[src/rtl/pix_pair_stream_out.sv]
// Pixel-pair output stage: tags each sampled pair with sof/eol and buffers it
// in a small FIFO drained over valid/ready; overflow drops whole frames.
module pix_pair_stream_out #(
  parameter int WIDTH_PIX       = 8,
  parameter int BIT_DEPTH_PIX   = 11,
  parameter int BIT_DEPTH_LINES = 10,
  parameter int ACTIVE_PIX      = 1280,
  parameter int ACTIVE_LINES    = 720,
  parameter int DEPTH           = 16
) (
  input  logic                         clk_in,
  input  logic                         rst,
  input  logic                         enable,
  input  logic [BIT_DEPTH_PIX-1:0]     pix,
  input  logic [BIT_DEPTH_LINES-1:0]   lines,
  input  logic [2*WIDTH_PIX-1:0]       pair_in,
  output logic [2*WIDTH_PIX-1:0]       m_data,
  output logic                         m_sof,
  output logic                         m_eol,
  output logic                         m_valid,
  input  logic                         m_ready,
  output logic [$clog2(DEPTH):0]       level,
  output logic                         overflow
);

  localparam int AW = $clog2(DEPTH);
  localparam int EW = 2*WIDTH_PIX + 2;

  localparam logic [0:0] ST_RUN  = 1'b0;
  localparam logic [0:0] ST_DROP = 1'b1;

  localparam logic [BIT_DEPTH_PIX-1:0]   PIX_END   = BIT_DEPTH_PIX'(ACTIVE_PIX);
  localparam logic [BIT_DEPTH_PIX-1:0]   PIX_LAST  = BIT_DEPTH_PIX'(ACTIVE_PIX - 1);
  localparam logic [BIT_DEPTH_PIX-1:0]   PIX_FIRST = BIT_DEPTH_PIX'(1);
  localparam logic [BIT_DEPTH_LINES-1:0] LINE_END  = BIT_DEPTH_LINES'(ACTIVE_LINES);
  localparam logic [BIT_DEPTH_LINES-1:0] LINE_ZERO = BIT_DEPTH_LINES'(0);
  localparam logic [AW:0]                LVL_FULL  = (AW+1)'(DEPTH);
  localparam logic [AW:0]                LVL_ZERO  = (AW+1)'(0);

  logic             wr_req_s;
  logic             sof_s;
  logic             eol_s;
  logic             pop_s;
  logic             room_s;
  logic             wr_s;
  logic [EW-1:0]    entry_s;

  logic [EW-1:0]    mem_q [DEPTH];
  logic [AW-1:0]    wr_ptr_q, wr_ptr_d;
  logic [AW-1:0]    rd_ptr_q, rd_ptr_d;
  logic [AW:0]      level_q, level_d;
  logic [0:0]       state_q, state_d;
  logic             ovf_q, ovf_d;
  logic [EW-1:0]    head_q, head_d;
  logic             valid_q, valid_d;

  always_comb begin
    wr_req_s = enable & pix[0] & (pix < PIX_END) & (lines < LINE_END);
    sof_s    = (pix == PIX_FIRST) & (lines == LINE_ZERO);
    eol_s    = (pix == PIX_LAST);
    entry_s  = {sof_s, eol_s, pair_in};
    pop_s    = valid_q & m_ready;
    room_s   = (level_q < LVL_FULL) | pop_s;
  end

  // Once a pair is lost, everything up to the next admissible sof is discarded.
  always_comb begin
    state_d = state_q;
    ovf_d   = ovf_q;
    wr_s    = 1'b0;
    case (state_q)
      ST_RUN: begin
        if (wr_req_s && room_s) begin
          wr_s = 1'b1;
        end else if (wr_req_s) begin
          ovf_d   = 1'b1;
          state_d = ST_DROP;
        end else begin
          wr_s = 1'b0;
        end
      end
      ST_DROP: begin
        if (wr_req_s && sof_s && room_s) begin
          wr_s    = 1'b1;
          state_d = ST_RUN;
        end else begin
          wr_s = 1'b0;
        end
      end
      default: begin
        state_d = ST_RUN;
      end
    endcase
  end

  // The head register bypasses the array when the written pair becomes the head.
  always_comb begin
    wr_ptr_d = wr_ptr_q + AW'(wr_s);
    rd_ptr_d = rd_ptr_q + AW'(pop_s);
    level_d  = level_q + (AW+1)'(wr_s) - (AW+1)'(pop_s);
    valid_d  = (level_d != LVL_ZERO);
    head_d   = head_q;
    if (wr_s && (level_q == (AW+1)'(pop_s))) begin
      head_d = entry_s;
    end else if (level_d != LVL_ZERO) begin
      head_d = mem_q[rd_ptr_d];
    end else begin
      head_d = head_q;
    end
  end

  always_ff @(posedge clk_in) begin
    if (wr_s) begin
      mem_q[wr_ptr_q] <= entry_s;
    end
  end

  always_ff @(posedge clk_in or negedge rst) begin
    if (!rst) begin
      wr_ptr_q <= '0;
      rd_ptr_q <= '0;
      level_q  <= '0;
      state_q  <= ST_RUN;
      ovf_q    <= 1'b0;
      head_q   <= '0;
      valid_q  <= 1'b0;
    end else begin
      wr_ptr_q <= wr_ptr_d;
      rd_ptr_q <= rd_ptr_d;
      level_q  <= level_d;
      state_q  <= state_d;
      ovf_q    <= ovf_d;
      head_q   <= head_d;
      valid_q  <= valid_d;
    end
  end

  assign m_data   = head_q[2*WIDTH_PIX-1:0];
  assign m_eol    = head_q[EW-2];
  assign m_sof    = head_q[EW-1];
  assign m_valid  = valid_q;
  assign level    = level_q;
  assign overflow = ovf_q;

endmodule

[config.mk]
export PLATFORM = sky130hd
export DESIGN_NAME = pix_pair_stream_out
export DESIGN_NICKNAME = d
export VERILOG_FILES = /design/src/rtl/pix_pair_stream_out.sv
export SDC_FILE = /design/constraint.sdc
export NUM_CORES = 1
export LEC_CHECK = 0
export ABC_AREA = 0
export BUFFER_PORTS_ARGS = -buffer_cell sky130_fd_sc_hd__buf_2
export CAP_MARGIN = 20
export CORE_ASPECT_RATIO = 1.5
export CORE_MARGIN = 2
export CORE_UTILIZATION = 40
export CTS_CLUSTER_DIAMETER = 60
export DETAILED_ROUTE_END_ITERATION = 16
export SLEW_MARGIN = 20
export SYNTH_ARGS = -nofsm -noshare
export SYNTH_HDL_FRONTEND = slang
export SYNTH_SLANG_ARGS = --single-unit
[constraint.sdc]
create_clock -name clk_in -period 4.1 [get_ports clk_in]
set_input_delay 0.205 -clock clk_in [delete_from_list [all_inputs] [get_ports clk_in]]
set_output_delay 0.205 -clock clk_in [all_outputs]
set_load 0.01 [all_outputs]
==> summary.md <==
| Metric | Value |
|---|---|
| Crit-path leading delay family | `simple AND/OR/NAND/NOR gates` |
| First-pass GRT wire length | `44.0 mm` |
| EDFF count, synth | `288` |
| DRC errors left | `0` |
| Grt ovf | `0` |
| Final Util | `47.3%` |
| DIE HEIGHT | `224 um` |
| Vias per cell | `5.59` |
| Gpl congestion | `about 0.76` |
| Nets | `roughly 800` |
| Max-slew violation count | `0` |
| Hold Crit Class | `in -> reg` |
| Antenna violations before repair | `0` |
| Worst Path Max Fanout | `18` |
| Largest area contributor in the netlist | `edfxtp_1` |
| Initial core utilization | `between 40% and 50%` |
| PwrDens | `726 nW/um^2` |
| Prevailing post-synth register cell | `edfxtp_1` |
| Cells after DPL | `1130` |
| Fin cells | `1183` |
| Post-synth top area share | `67.2%` |
| P_leak | `5.07 nW` |
| Buf/Inv on CP | `2` |
| Insertion delay to the later sink of the worst-skew pair | `about 0.56 ns` |
| Clock Root Buffer | `clkbuf_16` |
| Worst slack at placement | `0.0968 ns` |
| Multi-input gate area | `3300 um^2` |
| ANT cells | `0` |
| Clock Tree Buf Depth | `3` |
| IO Port Bufs | `between 60 and 70` |
| Layout fillers | `roughly 2600` |
| Post-Route WL | `approximately 29 mm` |
| Setup TNS Final | `0 ns` |
| Worst-path cell chain | `buf_2 -> nor4_1 -> nand4_1 -> o41a_1 -> or3b_1 -> ha_1 -> inv_1 -> ha_1 -> fa_1 -> xor2_1 -> or3_1 -> o21ai_0 -> a31oi_1` |
| Die W | `150 um` |
| CTS Buf Count | `28` |
| Crit Path Category | `in -> reg` |
| DRT Pass-1 Iters | `4` |
| Synth Register Bits | `322` |
| FP Rows | `80` |
| H-tree depth | `1` |
| Register area | `9500 um^2` |
| CTS sink cnt | `roughly 320` |
| Synth cell count leaders | `edfxtp_1, mux4_2, mux2i_1` |
| Share of the yosys chip area belonging to registers | `73.9%` |
| Starting DRT DRC Count | `about 540` |
| Die ar. | `33600 um^2` |
| Status | `complete, no violations` |
| Wirelength per Cell | `roughly 25 um` |
| Req. time, crit path | `between 4 and 5 ns` |
| Cell with the most instances after synthesis | `edfxtp_1` |
| Post-DP HPWL | `about 18 mm` |
| Hold buffers post-CTS | `1` |
| Post-Syn Nets | `701` |
| Max VDD drop | `around 0.5 mV` |
| Synth cell types | `41` |
| FMAX | `about 290 MHz` |
| Ranking of synthesized cells by area | `edfxtp_1, mux4_2, dfrtp_1` |
| Setup crit start kind | `primary input` |
| Fin crit period | `3.47 ns` |
| Area Overhead vs Synth | `16.7%` |
| Worst slew margin | `between 30% and 40%` |
| Share of cells above drive strength 1 | `31.8%` |
| Final Hold Vio Count | `0` |
| Max Cap Viol | `0` |
| Cts repair resizes | `0` |
| Vias in the first global route | `7172` |
| CP dominant cell by count | `ha_1` |
| Final period util | `84.7%` |
| CTS tree | `yes` |
| Setup Viol. Count Final | `0` |
| Post-CTS Repair Setup Buffers | `0` |
| Clk pin slew, worst setup/hold paths | `~0.07 ns` |
| Clk_skew | `0.0193 ns` |
| Yosys warning count | `0` |
| Largest net degree at the start of global routing | `38` |
| RSZ-0062 raised after global routing | `false` |
| Cell Area, Synth | `12900 um^2` |
| Final worst setup slack | `0.627 ns` |
| Worst path slowest cell | `or3_1` |
| Gate Count Post-Synth | `649` |
| Critical path's largest stage delay | `~0.63 ns` |
| Least-Margin Pin Slew | `1.04 ns` |
| Syn Area/Cell | `19.8 um^2` |
| Core footprint | `31700 um^2` |
| GR Util All Layers | `17.8%` |
| Post-synth ARST share | `between 10% and 20%` |
| Crit path DAT | `3.89 ns` |
| # IOs | `between 60 and 70` |
| Antenna viol nets, final | `0` |
| Routed via count | `6613` |
| Setup crit end kind | `flip-flop` |
-- final timing paths --
path	startpoint	endpoint	slack (ns)	cells past startpoint
min	pair_in[9]	mem_q[14][9]	0.04	1
min in group asynchronous	rst	head_q[16]	0.28	2
max in group asynchronous	rst	head_q[8]	3.28	2
min reg2reg	overflow	overflow	0.48	2
max reg2reg	state_q	head_q[14]	0.75	10
max	lines[9]	head_q[14]	0.63	13
-- cell usage in the layout (no fill, tap or decap), drive strengths merged, types with 2 or more instances in the layout --
cell	count
edfxtp	288
buf	107
mux4	72
mux2i	54
clkbuf	39
dfrtp	34
nor3	28
nand3	21
o21ai	19
a31oi	19
nand2	10
inv	10
ha	10
nor4	10
clkinv	7
nand2b	5
bufinv	5
xor2	4
nor2	3
xnor2	3
nand4	2
and4	2
or2	2
or4	2
-- through the flow --
step | power [mW] | instance area (um^2) | hold WS, ns
after floorplan | 6.94 | 12900 | -0.0906
after global placement | 8.17 | 14000 | 0.325
after detailed placement | 8.27 | 14000 | 0.342
after CTS | 11.0 | 15000 | 0.00692
after global routing | 11.5 | 15000 | 0.0374
final | 10.9 | 15000 | 0.0361
-- cell families after synthesis --
logic type                 Yosys count  share of synthesized area (%)
AOI/OAI and AO/OA                   46                           2.20
xor gates and xnor gates             7                          0.535
adders and majority gates           11                           1.13
buffers and inverters               46                           1.61
DFF                                322                           73.9
muxes                              126                           16.8
and+or+nand+nor                     91                           3.86
-- worst register-to-register path, delay by kind of cell, from the launching register on --
kind	cells	cell delay [ns]
AND/OR/NAND/NOR	2	1.05
adder cells (fa/ha/maj)	3	0.93
buffers and inverters	1	0.04
flip-flops	1	0.41
XOR/XNOR	1	0.18
AO/OA/AOI/OAI	3	0.61
-- area by class of cell --
cell class	count	share of cell area, %
sequential	322	63.3
inverter	10	0.250
multi-input combinational	281	22.0
tap	410	3.42
timing repair buffer	108	4.58
clock buffer	39	5.22
clock inverter	13	1.27
-- routing by layer --
| layer | vias to the layer above | share of wire (%) | track usage [%] |
|---|---|---|---|
| li1 | 2874 | - | - |
| met1 | 3514 | 40 | 22.6 |
| met2 | 184 | 53 | 31.8 |
| met3 | 41 | 4.8 | 2.12 |
| met4 | 0 | 2.1 | 5.05 |
| met5 | - | 0 | 0 |
-- flip-flops by register name (all words and copies together) (netlist names) --
name / cells
level: 5
m_valid: 1
mem_q: 288
wr_ptr_q: 4
head_q: 18
overflow: 1
rd_ptr_q: 4
state_q: 1
-- report_power, final --
| part | switching (mW) | internal [mW] | total, mW | leakage, nW |
|---|---|---|---|---|
| Clock | 1.13 | 1.65 | 2.78 | 0.475 |
| Sequential | 0.166 | 3.75 | 3.92 | 3.00 |
| Combinational | 2.23 | 1.98 | 4.20 | 1.60 |
| Total | 3.52 | 7.38 | 10.9 | 5.07 |
Note: power is estimated with default switching activity, not from simulation.
